**config.mk**
```make
export PLATFORM = sky130hd
export DESIGN_NAME = lfsr_rng_multi
export DESIGN_NICKNAME = d
export VERILOG_FILES = /design/src/rtl/lfsr_rng_multi.sv
export SDC_FILE = /design/constraint.sdc
export NUM_CORES = 1
export LEC_CHECK = 0
export ABC_AREA = 1
export BUFFER_PORTS_ARGS = -buffer_cell sky130_fd_sc_hd__buf_4
export CAP_MARGIN = 20
export CORE_MARGIN = 4
export CORE_UTILIZATION = 56
export DETAILED_ROUTE_END_ITERATION = 12
export GPL_TIMING_DRIVEN = 0
export PLACE_DENSITY = 0.79
export SETUP_SLACK_MARGIN = 0.02
export SYNTH_ARGS = -nofsm -noshare
export SYNTH_HDL_FRONTEND = slang
export SYNTH_SLANG_ARGS = --single-unit
export TNS_END_PERCENT = 50
```
**constraint.sdc**
```tcl
create_clock -name clka -period 2.8 [get_ports clka]
set_clock_uncertainty 0.2 [all_clocks]
set_input_delay 0.56 -clock clka [delete_from_list [all_inputs] [get_ports clka]]
set_output_delay 0.56 -clock clka [all_outputs]
set_load 0.01 [all_outputs]
```
**src/rtl/lfsr_rng_multi.sv**
```systemverilog
// Multi-channel bounded random number generator on a Fibonacci LFSR, negedge-clocked.
// Optional SEED_LOAD_EN macro adds seed_load/seed_in ports for reseeding while idle.
module lfsr_rng_multi #(
  parameter int unsigned          LFSR_W    = 24,
  parameter logic [LFSR_W-1:0]    TAP_MASK  = 24'hE10000,
  parameter logic [LFSR_W-1:0]    SEED      = 24'h0ACE1E,
  parameter int unsigned          NUM_CH    = 3,
  parameter int unsigned          OUT_W     = 4,
  parameter int unsigned          MAX_VAL   = 9,
  parameter int unsigned          MAX_RETRY = 15
) (
  input  logic                      clka,
  input  logic                      restart,
  input  logic                      new_game,
  input  logic                      req,
`ifdef SEED_LOAD_EN
  input  logic                      seed_load,
  input  logic [LFSR_W-1:0]         seed_in,
`endif
  output logic                      busy,
  output logic                      valid,
  output logic [NUM_CH*OUT_W-1:0]   rand_out,
  output logic                      fallback,
  output logic [LFSR_W-1:0]         lfsr_q
);

  localparam int unsigned CNT_W = $clog2(MAX_RETRY + 1);
  localparam int unsigned RW    = NUM_CH * OUT_W;

  typedef enum logic [1:0] {StIdle, StStep, StDone} state_e;

  state_e            r_state, w_state_d;
  logic [LFSR_W-1:0] r_lfsr, w_lfsr_d;
  logic [CNT_W-1:0]  r_cnt, w_cnt_d;
  logic [NUM_CH-1:0] r_acc, w_acc_d;
  logic [RW-1:0]     r_work, w_work_d;
  logic [RW-1:0]     r_rand, w_rand_d;
  logic              r_fb_work, w_fb_work_d;
  logic              r_fb, w_fb_d;

  logic              w_seed_load;
  logic [LFSR_W-1:0] w_seed_in;
  logic [LFSR_W-1:0] w_shift;
  logic [LFSR_W-1:0] w_adv;
  logic [OUT_W-1:0]  w_cand;

`ifdef SEED_LOAD_EN
  assign w_seed_load = seed_load;
  assign w_seed_in   = seed_in;
`else
  assign w_seed_load = 1'b0;
  assign w_seed_in   = '0;
`endif

  assign w_shift = {r_lfsr[LFSR_W-2:0], ^(r_lfsr & TAP_MASK)};
  // Lock-up guard: an all-zero register would otherwise shift zeros forever.
  assign w_adv   = (r_lfsr == '0) ? SEED : w_shift;

  always_comb begin
    w_state_d   = r_state;
    w_lfsr_d    = (r_lfsr == '0) ? SEED : r_lfsr;
    w_cnt_d     = r_cnt;
    w_acc_d     = r_acc;
    w_work_d    = r_work;
    w_rand_d    = r_rand;
    w_fb_work_d = r_fb_work;
    w_fb_d      = r_fb;
    w_cand      = '0;

    if (new_game) begin
      w_state_d   = StIdle;
      w_rand_d    = '0;
      w_fb_d      = 1'b0;
      w_fb_work_d = 1'b0;
      w_acc_d     = '0;
      w_cnt_d     = '0;
    end else begin
      unique case (r_state)
        StIdle: begin
          if (w_seed_load) begin
            w_lfsr_d = (w_seed_in == '0) ? SEED : w_seed_in;
          end else if (req) begin
            w_state_d   = StStep;
            w_acc_d     = '0;
            w_cnt_d     = '0;
            w_fb_work_d = 1'b0;
          end
        end
        StStep: begin
          w_lfsr_d = w_adv;
          w_cnt_d  = r_cnt + 1'b1;
          for (int unsigned c = 0; c < NUM_CH; c++) begin
            w_cand = w_adv[c*OUT_W +: OUT_W];
            if (!r_acc[c] && (w_cand != '0) && (w_cand <= OUT_W'(MAX_VAL))) begin
              w_work_d[c*OUT_W +: OUT_W] = w_cand;
              w_acc_d[c]                 = 1'b1;
            end
          end
          if (&w_acc_d) begin
            w_state_d = StDone;
            w_rand_d  = w_work_d;
            w_fb_d    = r_fb_work;
          end else if (w_cnt_d == CNT_W'(MAX_RETRY)) begin
            for (int unsigned c = 0; c < NUM_CH; c++) begin
              if (!w_acc_d[c]) begin
                w_work_d[c*OUT_W +: OUT_W] = OUT_W'((c % MAX_VAL) + 1);
              end
            end
            w_fb_work_d = 1'b1;
            w_state_d   = StDone;
            w_rand_d    = w_work_d;
            w_fb_d      = 1'b1;
          end
        end
        StDone: begin
          w_state_d = StIdle;
        end
        default: begin
          w_state_d = StIdle;
        end
      endcase
    end
  end

  always_ff @(negedge clka) begin
    if (restart) begin
      r_state   <= StIdle;
      r_lfsr    <= SEED;
      r_cnt     <= '0;
      r_acc     <= '0;
      r_work    <= '0;
      r_rand    <= '0;
      r_fb_work <= 1'b0;
      r_fb      <= 1'b0;
    end else begin
      r_state   <= w_state_d;
      r_lfsr    <= w_lfsr_d;
      r_cnt     <= w_cnt_d;
      r_acc     <= w_acc_d;
      r_work    <= w_work_d;
      r_rand    <= w_rand_d;
      r_fb_work <= w_fb_work_d;
      r_fb      <= w_fb_d;
    end
  end

  assign busy     = (r_state != StIdle);
  assign valid    = (r_state == StDone);
  assign rand_out = r_rand;
  assign fallback = r_fb;
  assign lfsr_q   = r_lfsr;

endmodule

```
# Yosys cells after proc, flatten, opt, wreduce, memory -nomap -nowiden
# Index checks and enable logic that the tools add are counted.
# word_totals
wordCells	81
in_bits	4
register_bits	59
# classes
mux	36
reduce_logical	25
n_eq_ne	7
addsub	1
bitwise_logic	1
n_lt_le_gt_ge	3
# op_table
operator	count
24-bit 2-to-1 mux	4
12-bit 2-to-1 mux	4
4-bit 2-to-1 mux	7
24-bit zero test	1
24-bit parity	1
1-bit 2-to-1 mux	13
4-bit less-or-equal comparator (second input constant)	3
4-bit nonzero test	3
4-bit one-hot mux with 2 select lines	1
2-bit AND reduction	4
1-bit logical AND	6
2-bit 2-to-1 mux	3
2-bit != test (second input constant)	3
3-bit one-hot mux with 2 select lines	1
2-bit nonzero test	3
4-bit by 1-bit adder with 4-bit output (second input constant)	1
4-bit equality test (second input constant)	1
2-bit one-hot mux with 2 select lines	1
4-bit AND reduction	1
1-bit zero test	3
3-bit 2-to-1 mux	1
3-bit != test (second input constant)	1
3-bit AND reduction	1
2-bit by 1-bit equality test with 1-bit output (second input constant)	1
5 further kinds	5

# Depth between registers and ports, before layout
# Gate-level depths: netlist (run 1).
# logic_depth
depth_word	11
depth_mapped	17
ltp_nobuf	16

==> impl_metrics.json, run 1 <==
{
  "outcome": "finished, violations left",
  "violations": "setup timing",
  "path_clk_slew_ns": 0.04,
  "max-slew-margin-rel_pct": 65.4,
  "power.total_uw": 2280,
  "required_ns": 2.04,
  "syn_inst": 392,
  "maxSlewViolCount": 0,
  "seq_area_mm2": 0.00124,
  "critPathLaunchType": "flop",
  "cts-buffers-inserted": 9,
  "fin_nets": 546,
  "ys_warn_count": 0,
  "pwr-share-seq_pct": 38.0,
  "viasPerCell": 6.10,
  "num_rows": 25,
  "multiInputGateArea_mm2": 0.00139,
  "drive_above_1_share_pct": 32.3,
  "p_clk_share_pct": 54.7,
  "intPower_uw": 1520,
  "post-route-drc-count": 0,
  "grt_pass1_wl_um": 16700,
  "insertion_delay_ns": 0.43,
  "die_width_um": 78.9,
  "cap_violations": 0,
  "yosys.cell_types.count": 27,
  "finalWirelength_um": 11500,
  "htree_num_levels": 3,
  "antenna_left": 0,
  "pre_cts_slack_ns": -0.592,
  "antenna-diode-count": 0,
  "synth_top_cell_area_share_pct": 42.0,
  "cts_tree": "done",
  "worstHoldPathType": "reg2reg",
  "io-pin-count": 43,
  "ys_ff_latch": 59,
  "antenna_found_initial": 0,
  "worst_pin_slew_ns": 0.519,
  "power.density_mw_per_mm2": 541,
  "netlist_top_cells_area": "dfxtp_1, nand2_1, nand3_1, inv_1, nor2_1",
  "syn_area_mm2": 0.00281,
  "clkSinkCount": 59,
  "setup-violations-final": 43,
  "synth_nets": 399,
  "first_pass_iters": 6,
  "drtIter0Drc": 603,
  "vdd_drop_max_mv": 0.497,
  "synth.largest_area_cell": "dfxtp_1",
  "wl_per_cell_um": 18.8,
  "worst-setup-path-type": "reg2out",
  "fillers": 237,
  "dieArea_mm2": 0.00622,
  "io_buffers": 42,
  "grt_pass1_vias": 3726,
  "critical_path_arrival_ns": 2.42,
  "rsz0062_at_grt": "true",
  "power_switching_uw": 759,
  "die_h_um": 78.9,
  "fin_ws_ns": -0.379,
  "ys_seq_area_share_pct": 42.0,
  "gp_congestion": 0.864,
  "cp_max_fo": 3,
  "leakagePower_uw": 0.00205,
  "core_area_mm2": 0.00479,
  "dp_hpwl_um": 5170,
  "clk_path_buf_depth": 2,
  "syn_to_final_growth_pct": 49.4,
  "cts_root_buffer": "clkbuf_8",
  "vias": 3714,
  "switching_share_pct": 33.4,
  "overflow": 0,
  "hold_viol_final": 0,
  "final_cells": 609,
  "crit_path_end_kind": "primary output",
  "placed_cells": 501,
  "avgSynthCellArea_um2": 7.18,
  "grt_max_degree": 11,
  "initial_core_util_pct": 58.8,
  "cts_hold_buf": 0,
  "grt.total_usage_pct": 34.7,
  "combPwrFrac_pct": 7.3
}
## critical path, stage by stage, from the launching register on
cell     delay (ns)
dfxtp_2        0.34
nor2_4         0.13
inv_2          0.04
buf_6          0.11
## cell type report
type | instances | share of cell area [%]
plain buffers | 12 | 2.77
clock buffers | 9 | 2.95
clock inverters | 64 | 7.06
inverters | 55 | 5.12
multi-input cells | 265 | 33.0
flip-flops and latches | 59 | 29.6
well taps | 67 | 1.99
repair buffers | 78 | 17.5
## cells by family after synthesis
kind of cell | count (synthesis) | share of synthesized area (%)
flip-flops | 59 | 42.0
AO/OA/AOI/OAI | 64 | 12.9
adder cells (fa/ha/maj) | 3 | 1.33
XOR/XNOR | 2 | 0.623
AND/OR/NAND/NOR | 196 | 33.2
buffers and inverters | 68 | 9.96
## stage by stage
stage / util [%] / hold slack [ns] / setup TNS (ns) / instance area (µm²)
floorplan: - / 0.231 / -2.06 / 2850
global placement: 67.8 / 0.240 / -20.64 / 3250
detailed placement: 67.8 / 0.252 / -22.47 / 3250
CTS: 86.0 / 0.257 / -7.22 / 4120
global route: 87.8 / 0.292 / -9.05 / 4200
finish: 87.8 / 0.276 / -7.78 / 4200
## what timing repair did
action	4_1_cts	5_1_grt
endpoints found under the setup margin	75	59
gates cloned	1	0
pin swaps	3	3
buffers inserted	28	7
gates resized for setup	87	17
endpoints found under the hold margin	0	0
## sequential cells by signal, summed over array words and instances, names as in the netlist
register	flops
r_acc	3
fallback	1
r_state	2
lfsr_q	24
r_fb_work	1
r_cnt	4
rand_out	12
r_work	12
## power by group through the flow
stage	Sequential, µW	Combinational [µW]	Clock [µW]
2_1_floorplan	883	73.7	130
3_3_place_gp	881	115	130
3_5_place_dp	881	117	130
4_1_cts	865	144	1190
5_1_grt	863	174	1350
6_report	864	166	1240
## per-layer routing
metal	up-vias	wire length, µm	track usage, %
li1	1559	-	-
met1	1685	3900	36.3
met2	348	5290	55.9
met3	122	1320	12.4
met4	0	946	27.8
met5	-	0	0
## placed cells by master, fill, tap and decap left out, types with 14 or more instances in the layout
| cell | instances |
|---|---|
| inv_1 | 108 |
| nand2_1 | 92 |
| buf_6 | 41 |
| buf_4 | 41 |
| nand3_1 | 40 |
| nor2_1 | 37 |
| dfxtp_2 | 33 |
| dfxtp_1 | 20 |
| a21oi_1 | 19 |
| o21ai_0 | 18 |
| o22ai_1 | 14 |
## worst paths after layout
kind,startpoint,endpoint,slack [ns],cells past startpoint
hold reg to reg,r_work[7],r_work[7],0.28,2
setup / recovery,r_state[0],busy,-0.38,3
setup reg to reg,lfsr_q[4],rand_out[9],0.01,15
hold / removal,r_work[7],r_work[7],0.28,2
## synthesized netlist by cell type
master / count
o21ai_0: 19
nand3_2: 4
inv_2: 4
nand3_4: 3
ha_1: 3
dfxtp_1: 59
nor2_1: 39
nand3_1: 40
or2_1: 1
nor2_2: 3
buf_2: 2
a21oi_1: 20
nand2_4: 5
o211ai_1: 3
nand4_1: 1
o21ai_1: 4
clkbuf_1: 7
xnor2_1: 2
nand2_1: 92
nor3_1: 3
nand2_2: 2
a21oi_4: 1
nor2_4: 3
a21oi_2: 1
inv_1: 52
buf_6: 3
o22ai_1: 16
(Power assumes the default switching activity.)
==> inputs of run 2 (changes only) <==
--- a/config.mk
+++ b/config.mk
@@ -5,7 +5,6 @@
 export SDC_FILE = /design/constraint.sdc
 export NUM_CORES = 1
 export LEC_CHECK = 0
-export ABC_AREA = 1
 export BUFFER_PORTS_ARGS = -buffer_cell sky130_fd_sc_hd__buf_4
 export CAP_MARGIN = 20
 export CORE_MARGIN = 4
@@ -13,6 +12,7 @@
 export DETAILED_ROUTE_END_ITERATION = 12
 export GPL_TIMING_DRIVEN = 0
 export PLACE_DENSITY = 0.79
+export REMOVE_ABC_BUFFERS = 1
 export SETUP_SLACK_MARGIN = 0.02
 export SYNTH_ARGS = -nofsm -noshare
 export SYNTH_HDL_FRONTEND = slang
==> impl_metrics.json, run 2 <==
{
  "ys_warn_count": 0,
  "htree_num_levels": 3,
  "clkSinkCount": 59,
  "viasPerCell": 6.42,
  "cp_max_fo": 2,
  "antenna-diode-count": 0,
  "die_h_um": 78.7,
  "io_buffers": 42,
  "syn_area_mm2": 0.00280,
  "cts_tree": "done",
  "worst_pin_slew_ns": 0.945,
  "drive_above_1_share_pct": 33.5,
  "antenna_found_initial": 0,
  "layout_common_cells": "inv_1, nand2_1, buf_6",
  "grt.total_usage_pct": 33.7,
  "initial_core_util_pct": 58.5,
  "worst-setup-path-type": "reg2out",
  "ys_ff_latch": 59,
  "cap_violations": 0,
  "hold_viol_final": 0,
  "maxSlewViolCount": 0,
  "yosysMostFrequentCell": "dfxtp_1",
  "combPwrFrac_pct": 8.9,
  "cts_root_buffer": "clkbuf_8",
  "dieArea_mm2": 0.00620,
  "synth_flop_cell": "dfxtp_1",
  "fin_ws_ns": -0.464,
  "avgSynthCellArea_um2": 8.19,
  "post-route-drc-count": 0,
  "antenna_left": 0,
  "netlist_top_cells_area": "dfxtp_1, nand2_1, a21oi_1, nor2_1, o21ai_0",
  "clk_path_buf_depth": 2,
  "wl_per_cell_um": 20.6,
  "grt_max_degree": 30,
  "slowest_delay_ns": 0.34,
  "die_width_um": 78.7,
  "dp_hpwl_um": 4510,
  "cts-buffers-inserted": 9,
  "crit_path_end_kind": "primary output",
  "power_switching_uw": 799,
  "vdd_drop_max_mv": 0.519,
  "finalWirelength_um": 11200,
  "async_flop_share_pct": 0,
  "crit_path_cell_trace": "or2_4 > buf_6",
  "setup-violations-final": 57,
  "synth_top_cell_area_share_pct": 42.2,
  "overflow": 0,
  "grt_pass1_wl_um": 16200,
  "core_area_mm2": 0.00479,
  "grt_pass1_vias": 3408,
  "leakagePower_uw": 0.00189,
  "fin_nets": 479,
  "rsz0062_at_grt": "true",
  "insertion_delay_ns": 0.44,
  "pre_cts_slack_ns": -1.26,
  "gp_congestion": 0.825,
  "path_clk_slew_ns": 0.05,
  "vias": 3495,
  "power.density_mw_per_mm2": 533,
  "intPower_uw": 1440,
  "drtIter0Drc": 481,
  "pwr-share-seq_pct": 38.5,
  "violations": "setup timing",
  "synth.largest_area_cell": "dfxtp_1",
  "p_clk_share_pct": 52.6,
  "ys_seq_area_share_pct": 42.2,
  "largest_register_ff_count": 24,
  "yosys.cell_types.count": 50,
  "worst_path_max_delay_cell": "dfxtp_4",
  "num_rows": 25,
  "io-pin-count": 43,
  "syn_inst": 342,
  "first_pass_iters": 5,
  "syn_to_final_growth_pct": 50.3,
  "yosys-top-cells-count": "dfxtp_1, nand2_1, nor2_1",
  "critPathLaunchType": "flop",
  "fillers": 207,
  "max-slew-margin-rel_pct": 36.4,
  "required_ns": 2.04,
  "finalSetupTns_ns": -10.19,
  "synth_edf_count": 0,
  "mostFrequentLayoutCell": "inv_1",
  "critical_path_arrival_ns": 2.50,
  "outcome": "finished, violations left",
  "switching_share_pct": 35.7,
  "worstHoldPathType": "reg2reg"
}
==> run 2: changes by cell type in the layout (fill, tap and decap cells not counted), sizes merged, moves of 15 or more <==
cell and change:
nand3 -33, nor2 -16, o22ai -15, inv -43
nand2 -42
==> run 2: worst paths after layout <==
check	from	end	slack [ns]	cells after the start
worst max-delay path	r_state[0]	busy	-0.46	2
worst min-delay path	r_work[11]	r_work[11]	0.27	2
worst max register to register	lfsr_q[13]	rand_out[3]	-0.16	8
worst min register to register	r_work[11]	r_work[11]	0.27	2
==> run 2: cells by family after synthesis <==
logic type | Yosys count | share of synthesized area (%)
AO/OA/AOI/OAI | 87 | 21.5
XOR/XNOR | 1 | 0.848
adder cells (fa/ha/maj) | 3 | 1.34
buffers and inverters | 33 | 4.78
flip-flops | 59 | 42.2
multiplexers | 5 | 1.79
AND/OR/NAND/NOR | 154 | 27.6
==> run 2: stage by stage <==
stage | power (µW) | area [µm²] | util (%) | hold WS [ns] | instances
after CTS | 2130 | 4090 | 85.5 | 0.261 | 538
after global routing | 2350 | 4210 | 88.0 | 0.294 | 544
after floorplan | 1090 | 2700 | - | 0.232 | 318
final | 2240 | 4210 | 88.0 | 0.273 | 544
after global placement | 1140 | 3100 | 64.8 | 0.249 | 427
after detailed placement | 1140 | 3150 | 65.7 | 0.258 | 429
==> run 2: area by class of cell <==
type                            instances  area [µm²]  area share (%)
Timing Repair Buffer                   85         847            20.1
Inverter                                8        30.0           0.713
Sequential cell                        59        1270            30.2
Tap cell                               67        83.8            1.99
Clock inverter                         66         278            6.60
Clock buffer                            9         124            2.94
Multi-Input combinational cell        250        1580            37.4
==> run 2: worst max-delay path: cells and delay by family, from the launching register on <==
family / cells / cell delay, ns
buffers and inverters: 1 / 0.12
and+or+nand+nor: 1 / 0.25
DFF: 1 / 0.34
==> run 2: what timing repair did <==
| item | in CTS | in global routing |
|---|---|---|
| gates cloned | 1 | 0 |
| resized for setup | 95 | 27 |
| hold buffers | 0 | 0 |
| pin swaps | 6 | 4 |
| setup endpoints to repair | 88 | 72 |
| buffers inserted | 34 | 6 |
==> run 2: power by group through the flow <==
stage / logic [µW] / clock network, µW / registers (µW)
3_3_place_gp: 115 / 130 / 892
4_1_cts: 174 / 1090 / 863
6_report: 199 / 1180 / 863
5_1_grt: 209 / 1280 / 862
3_5_place_dp: 121 / 130 / 893
2_1_floorplan: 69.3 / 130 / 892
==> run 2: layer usage <==
metal / vias to the layer above / global-route usage, % / share of wire (%)
met5: - / 0 / 0
met4: 0 / 21.0 / 5.8
met3: 79 / 12.8 / 11
met2: 303 / 54.7 / 47
met1: 1623 / 37.1 / 36
li1: 1490 / - / -
